$ cat src/rtl/ccd_line_packer.sv
`default_nettype none
// ============================================================================
//  Module   : ccd_line_packer
//  Purpose  : Packs the AD9826 byte stream of one CCD line into a frame
//             (header, 16-bit line number, 2*PIXELS_PER_LINE data bytes,
//             optional XOR checksum). The frame is written byte-by-byte into
//             the TX FIFO. A small byte buffer absorbs TX FIFO backpressure
//             while the readout keeps running.
//  Ports    : clk         system clock, all logic on posedge
//             rst_n       synchronous active-low reset
//             line_start  pulse, a new line is about to be sampled
//             ad_valid    strobe, ad_data holds a valid byte
//             ad_data     AD9826 output byte
//             wfull       TX FIFO full
//             wdata       byte to TX FIFO (valid while winc=1)
//             winc        TX FIFO write increment
//             clear_err   clears overflow and sync_err
//             busy        frame in progress
//             overflow    sticky, an input byte was dropped (buffer full)
//             sync_err    sticky, line_start arrived while a frame was open
//             line_count  number of completed frames
//  Option   : `define CCD_LINE_PACKER_CSUM_EN appends the XOR checksum byte.
//  Revision : 1.0  initial release
// ============================================================================
module ccd_line_packer #(
    parameter int         PIXELS_PER_LINE = 800,
    parameter int         BUF_ADDR_W      = 4,
    parameter logic [7:0] HEADER_BYTE     = 8'hC5
) (
    input  logic        clk,
    input  logic        rst_n,
    input  logic        line_start,
    input  logic        ad_valid,
    input  logic [7:0]  ad_data,
    input  logic        wfull,
    output logic [7:0]  wdata,
    output logic        winc,
    input  logic        clear_err,
    output logic        busy,
    output logic        overflow,
    output logic        sync_err,
    output logic [15:0] line_count
);

    localparam int C_FRAME_BYTES = 2 * PIXELS_PER_LINE;
    localparam int C_CNT_W       = $clog2(C_FRAME_BYTES + 1);
    localparam int C_DEPTH       = 2 ** BUF_ADDR_W;
    localparam logic [C_CNT_W-1:0]    C_TOTAL = C_CNT_W'(C_FRAME_BYTES);
    localparam logic [C_CNT_W-1:0]    C_LAST  = C_CNT_W'(C_FRAME_BYTES - 1);
    localparam logic [BUF_ADDR_W:0]   C_FULL  = (BUF_ADDR_W + 1)'(C_DEPTH);

    typedef enum logic [2:0] {
        S_IDLE     = 3'd0,
        S_HDR      = 3'd1,
        S_LNUM_MSB = 3'd2,
        S_LNUM_LSB = 3'd3,
`ifdef CCD_LINE_PACKER_CSUM_EN
        S_DATA     = 3'd4,
        S_CSUM     = 3'd5
`else
        S_DATA     = 3'd4
`endif
    } state_t;

    state_t r_state, w_state_nxt;

    logic [15:0]           r_line_num;
    logic [15:0]           r_line_count;
    logic [C_CNT_W-1:0]    r_in_cnt;
    logic [C_CNT_W-1:0]    r_out_cnt;
    logic                  r_overflow;
    logic                  r_sync_err;
`ifdef CCD_LINE_PACKER_CSUM_EN
    logic [7:0]            r_csum;
`endif

    // Byte buffer. Dropped bytes are not stored; instead each entry carries
    // the number of zero bytes that must be emitted before it, and r_ztail
    // counts zeros owed after the newest entry. This keeps dropped slots in
    // their original stream position without needing space for them.
    logic [7:0]            r_mem  [C_DEPTH];
    logic [C_CNT_W-1:0]    r_zpre [C_DEPTH];
    logic [BUF_ADDR_W-1:0] r_wptr;
    logic [BUF_ADDR_W-1:0] r_rptr;
    logic [BUF_ADDR_W:0]   r_count;
    logic [C_CNT_W-1:0]    r_ztail;

    logic                  w_emit;
    logic [7:0]            w_byte;
    logic                  w_pop;
    logic                  w_zhead_dec;
    logic                  w_ztail_dec;
    logic                  w_open;
    logic                  w_accept;
    logic                  w_full;
    logic                  w_push;
    logic                  w_drop;
    logic                  w_frame_done;
    logic                  w_start;
    logic [C_CNT_W-1:0]    w_head_z;

    assign w_head_z = r_zpre[r_rptr];
    assign w_open   = (r_state == S_HDR) || (r_state == S_LNUM_MSB) ||
                      (r_state == S_LNUM_LSB) || (r_state == S_DATA);
    assign w_accept = w_open && ad_valid && (r_in_cnt < C_TOTAL);
    assign w_full   = (r_count == C_FULL);
    assign w_push   = w_accept && !w_full;
    assign w_drop   = w_accept && w_full;
    assign w_start  = line_start && (r_state == S_IDLE);

    // ------------------------------------------------------------------
    // Next-state and output logic
    // ------------------------------------------------------------------
    always_comb begin
        w_state_nxt = r_state;
        w_emit      = 1'b0;
        w_byte      = 8'h00;
        w_pop       = 1'b0;
        w_zhead_dec = 1'b0;
        w_ztail_dec = 1'b0;
        case (r_state)
            S_IDLE: begin
                if (line_start) w_state_nxt = S_HDR;
            end
            S_HDR: begin
                w_emit = 1'b1;
                w_byte = HEADER_BYTE;
                if (!wfull) w_state_nxt = S_LNUM_MSB;
            end
            S_LNUM_MSB: begin
                w_emit = 1'b1;
                w_byte = r_line_num[15:8];
                if (!wfull) w_state_nxt = S_LNUM_LSB;
            end
            S_LNUM_LSB: begin
                w_emit = 1'b1;
                w_byte = r_line_num[7:0];
                if (!wfull) w_state_nxt = S_DATA;
            end
            S_DATA: begin
                if (r_count != '0) begin
                    w_emit = 1'b1;
                    if (w_head_z != '0) begin
                        // owed zero ahead of the head entry
                        if (!wfull) w_zhead_dec = 1'b1;
                    end else begin
                        w_byte = r_mem[r_rptr];
                        if (!wfull) w_pop = 1'b1;
                    end
                end else if (r_ztail != '0) begin
                    w_emit = 1'b1;
                    if (!wfull) w_ztail_dec = 1'b1;
                end
                if (w_emit && !wfull && (r_out_cnt == C_LAST)) begin
`ifdef CCD_LINE_PACKER_CSUM_EN
                    w_state_nxt = S_CSUM;
`else
                    w_state_nxt = S_IDLE;
`endif
                end
            end
`ifdef CCD_LINE_PACKER_CSUM_EN
            S_CSUM: begin
                w_emit = 1'b1;
                w_byte = r_csum;
                if (!wfull) w_state_nxt = S_IDLE;
            end
`endif
            default: w_state_nxt = S_IDLE;
        endcase
    end

    assign winc         = w_emit && !wfull;
    assign wdata        = w_byte;
    assign w_frame_done = (r_state != S_IDLE) && (w_state_nxt == S_IDLE);

    always_ff @(posedge clk) begin
        if (!rst_n) r_state <= S_IDLE;
        else        r_state <= w_state_nxt;
    end

    // ------------------------------------------------------------------
    // Counters, flags and buffer control
    // ------------------------------------------------------------------
    always_ff @(posedge clk) begin
        if (!rst_n) begin
            r_line_num   <= 16'h0000;
            r_line_count <= 16'h0000;
            r_in_cnt     <= '0;
            r_out_cnt    <= '0;
            r_wptr       <= '0;
            r_rptr       <= '0;
            r_count      <= '0;
            r_ztail      <= '0;
            r_overflow   <= 1'b0;
            r_sync_err   <= 1'b0;
`ifdef CCD_LINE_PACKER_CSUM_EN
            r_csum       <= 8'h00;
`endif
        end else begin
            // assigned every cycle so the count always reflects its own value
            r_line_count <= r_line_count + {15'd0, w_frame_done};

            if (w_start) begin
                r_line_num <= r_line_count;
                r_in_cnt   <= '0;
                r_out_cnt  <= '0;
`ifdef CCD_LINE_PACKER_CSUM_EN
                r_csum     <= 8'h00;
`endif
            end else begin
                if (w_accept) r_in_cnt <= r_in_cnt + 1'b1;
                if (winc && (r_state == S_DATA)) r_out_cnt <= r_out_cnt + 1'b1;
`ifdef CCD_LINE_PACKER_CSUM_EN
                if (w_push) r_csum <= r_csum ^ ad_data;
`endif
            end

            if (w_push) r_wptr <= r_wptr + 1'b1;
            if (w_pop)  r_rptr <= r_rptr + 1'b1;
            if (w_push && !w_pop)      r_count <= r_count + 1'b1;
            else if (!w_push && w_pop) r_count <= r_count - 1'b1;

            // owed zeros move into the next stored entry's prefix
            if (w_push)           r_ztail <= '0;
            else if (w_drop)      r_ztail <= r_ztail + 1'b1;
            else if (w_ztail_dec) r_ztail <= r_ztail - 1'b1;

            if (w_drop)         r_overflow <= 1'b1;
            else if (clear_err) r_overflow <= 1'b0;

            if (line_start && (r_state != S_IDLE)) r_sync_err <= 1'b1;
            else if (clear_err)                    r_sync_err <= 1'b0;
        end
    end

    // Buffer storage. Push writes at r_wptr and the prefix decrement hits
    // r_rptr; they never coincide because a push needs a non-full buffer
    // and a prefix decrement needs a non-empty one.
    always_ff @(posedge clk) begin
        if (rst_n && w_push) begin
            r_mem[r_wptr]  <= ad_data;
            r_zpre[r_wptr] <= r_ztail - C_CNT_W'(w_ztail_dec);
        end
        if (rst_n && w_zhead_dec) begin
            r_zpre[r_rptr] <= w_head_z - 1'b1;
        end
    end

    assign busy       = (r_state != S_IDLE);
    assign overflow   = r_overflow;
    assign sync_err   = r_sync_err;
    assign line_count = r_line_count;

endmodule
`default_nettype wire

$ cat config.mk
export PLATFORM = sky130hd
export DESIGN_NAME = ccd_line_packer
export DESIGN_NICKNAME = d
export VERILOG_FILES = /design/src/rtl/ccd_line_packer.sv
export SDC_FILE = /design/constraint.sdc
export NUM_CORES = 1
export LEC_CHECK = 0
export ABC_AREA = 1
export CAP_MARGIN = 20
export CORE_MARGIN = 3
export CORE_UTILIZATION = 50
export CTS_CLUSTER_DIAMETER = 150
export DETAILED_ROUTE_END_ITERATION = 6
export MAX_ROUTING_LAYER = met4
export PLACE_DENSITY_LB_ADDON = 0.1
export SETUP_SLACK_MARGIN = 0.3
export SYNTH_ARGS = -nofsm -noshare
export SYNTH_HDL_FRONTEND = slang
export SYNTH_SLANG_ARGS = --single-unit
$ cat constraint.sdc
create_clock -name clk -period 6.14 [get_ports clk]
set_input_delay 0.921 -clock clk [delete_from_list [all_inputs] [get_ports clk]]
set_output_delay 0.921 -clock clk [all_outputs]
set_load 0.005 [all_outputs]
==> flow_metrics.env <==
export IMPL_clock_latency_ps=580
export IMPL_p_seq_share_pct=50.3
export IMPL_start_util_pct=50.8
export IMPL_first_iter_violations=1435
export IMPL_hp_class="register to register"
export IMPL_via_per_inst=5.51
export IMPL_finalCritPeriodShare_pct=88.1
export IMPL_p_per_area_nw_per_um2=263
export IMPL_setup_viol=0
export IMPL_power_frac_comb_pct=4.8
export IMPL_coreArea_um2=38800
export IMPL_synthCells=2197
export IMPL_fin_hold_ws_ps=457
export IMPL_p_leak_nw=8.22
export IMPL_chipHeight_um=205
export IMPL_cp_slowest_stage_delay_ps=800
export IMPL_startpoint_type="register"
export IMPL_firstDrtPassIters=5
export IMPL_drc=0
export IMPL_p_clk_share_pct=44.9
export IMPL_grt_max_degree=91
export IMPL_synth_edff_count=304
export IMPL_ys_top_cells_by_area="edfxtp_1 (46%), nand2_1 (12%), dfxtp_1 (8.8%)"
export IMPL_diodes=0
export IMPL_cp_slowest_cell="buf_4"
export IMPL_track_usage_pct=25.4
export IMPL_yosysWarnings=0
export IMPL_cp_buffers_inverters=2
export IMPL_sw_frac_of_total_pct=22.2
export IMPL_yosysMostFrequentCell="nand2_1"
export IMPL_synth_main_ff_cell="edfxtp_1"
export IMPL_crit_chain="buf_4 > nand2_1 > nand3_1 > nand3_1 > nand3_1 > nand2_1 > nor2_4 > nand2_2 > nor2_4 > nand2_4 > nor2_4 > nand2_1 > o211ai_1 > clkdlybuf4s50_1"
export IMPL_fmax_ghz=0.185
export IMPL_cts_sinks=391
export IMPL_dpl_cell_area_um2=20200
export IMPL_antenna_left=0
export IMPL_p_switching_mw=1.26
export IMPL_end_kind="primary output"
export IMPL_root_buffer="clkbuf_16"
export IMPL_ys_seq_elements=391
export IMPL_finalWeightedCongestion=0.882
export IMPL_area_growth_pct=9.60
export IMPL_design_area_um2=21600
export IMPL_synth_top_area_share_pct=46.3
export IMPL_final_nets=2238
export IMPL_intPower_mw=4.43
export IMPL_crit_arrival_ps=4490
export IMPL_cts_hold_buffers=0
export IMPL_port_buffers=41
export IMPL_critPathTopFamily="simple AND/OR/NAND/NOR gates"
export IMPL_drv_cap=0
export IMPL_post_drt_wl_per_cell_um=18.7
export IMPL_path_max_fanout=80
export IMPL_antenna_found_initial=1
export IMPL_maxSlewViolCount=0
export IMPL_rsz0062_at_grt="false"
export IMPL_fin_setup_tns_ps=0
export IMPL_slew_limit_headroom_pct=24.7
export IMPL_tightest_slew_ps=1130
export IMPL_cts_htree_levels=2
export IMPL_syn_num_nets=2242
export IMPL_syn_area_per_cell_um2=8.98
export IMPL_vias=15100
export IMPL_num_io_pins=42
export IMPL_grt_pass1_vias=14300
export IMPL_vdd_drop_max_mv=0.208
export IMPL_place_inst=2666
export IMPL_grt_pass1_wl_mm=80.2
export IMPL_async_flop_share_pct=0
export IMPL_path_class="register to primary output"
export IMPL_cts_tree="built"
export IMPL_routed_wl_mm=51.5
export IMPL_die_w_um=205
export IMPL_post_route_min_period_ps=5410
export IMPL_worstPathRequired_ps=5220
export IMPL_drive_gt1_share_pct=7.14
export IMPL_yosysSeqAreaShare_pct=55.1
export IMPL_finalClockSkew_ps=29.8
export IMPL_synth_distinct_cells=53
export IMPL_status="finished clean"
export IMPL_syn_area_um2=19700
export IMPL_synth_largest_area_cell="edfxtp_1"
export IMPL_cts_setup_buffers=0
export IMPL_cts_buffer_depth=3
export IMPL_dp_hpwl_mm=32.4
export IMPL_cts_resized=0
export IMPL_cts_buffers=43
export IMPL_path_clk_slew_ps=60
export IMPL_ys_top_cells_by_count="nand2_1 (637), edfxtp_1 (304), inv_1 (171)"
export IMPL_hold_viol_final=0
export IMPL_die_area_um2=41900
export IMPL_rows=72
export IMPL_n_fill_cell=3517
export IMPL_grt_overflow_total=0
export IMPL_finalNonFillerCells=2746
## area by class of cell
type,count,area (um^2),area share [%]
Sequential cell,391,10900,50.3
Clock buffer,53,1130,5.25
Tap cell,518,648,3.00
Multi-Input combinational cell,1500,7350,34.0
Inverter,177,668,3.09
Timing Repair Buffer,80,703,3.25
Clock inverter,27,248,1.15
## state kept, by name, indices dropped and copies added (netlist names), 4 cells and up, named ones only
register,flops
line_count,16
r_count,5
r_in_cnt,11
r_line_num,16
r_mem,128
r_out_cnt,11
r_rptr,4
r_wptr,4
r_zpre,176
r_ztail,11
## stage by stage
step / util (%) / power [mW] / setup WS (ps)
final: 55.7 / 5.69 / 731
after global routing: 55.7 / 5.86 / 496
after CTS: 55.7 / 5.73 / 727
after detailed placement: 52.2 / 3.19 / 1340
after global placement: 52.1 / 3.19 / 1430
after floorplan: - / 3.09 / 2810
## kinds of logic (layout without fill, tap and decap cells)
kind of cell	count (synthesis)	count (layout)	share of synthesized area, %
xor+xnor	27	27	1.27
fa+ha+maj	31	31	2.04
simple gates	1005	1005	21.5
flops	391	391	55.1
buf+inv	306	337	7.69
compound gates	437	437	12.4
## power groups by stage
stage / Clock (mW) / Sequential (mW) / Combinational [mW]
after floorplan: 0 / 2.92 / 0.173
after global placement: 0 / 2.92 / 0.266
after detailed placement: 0 / 2.92 / 0.272
after CTS: 2.59 / 2.86 / 0.273
after global routing: 2.69 / 2.87 / 0.306
final: 2.55 / 2.86 / 0.272
## cell usage in the layout (no fill, tap or decap), types with 19 or more instances in the layout
cell and instances:
a21oi_1 127, a22oi_1 19, buf_4 39, clkbuf_16 44
clkdlybuf4s50_1 41, dfxtp_1 85, edfxtp_1 304, ha_1 29
inv_1 171, nand2_1 637, nand3_1 134, nor2_1 162
o21ai_0 119, o21ai_1 102
## worst paths after layout
path                            slack [ps]            end  cells past startpoint     startpoint
worst min-delay path                   460  r_line_num[8]                      2  r_line_num[8]
worst max-delay path                   730       wdata[6]                     14       register
worst min register to register         460  r_line_num[8]                      2  r_line_num[8]
worst max register to register        1420   r_zpre[1][9]                     15       register
## layer usage
| metal | wire (um) | vias to the layer above | GRT usage, % |
|---|---|---|---|
| met5 | 0 | - | - |
| met4 | 1210 | 0 | 7.13 |
| met3 | 3330 | 90 | 4.58 |
| met2 | 24000 | 467 | 39.2 |
| met1 | 23000 | 7154 | 34.7 |
| li1 | - | 7411 | - |
## worst reg2reg max path, cell delays in order (launching register included)
cell,delay [ps]
dfxtp_4,690
buf_4,820
nor2_1,140
nor2_1,110
o21ai_1,100
nand3_1,160
nand3_1,140
nand2_2,110
inv_1,70
ha_1,190
nand3_1,120
nor2_4,70
nand2_4,290
nand3_1,800
o21ai_0,300
buf_4,280
Power figures use the tool's default switching activity.
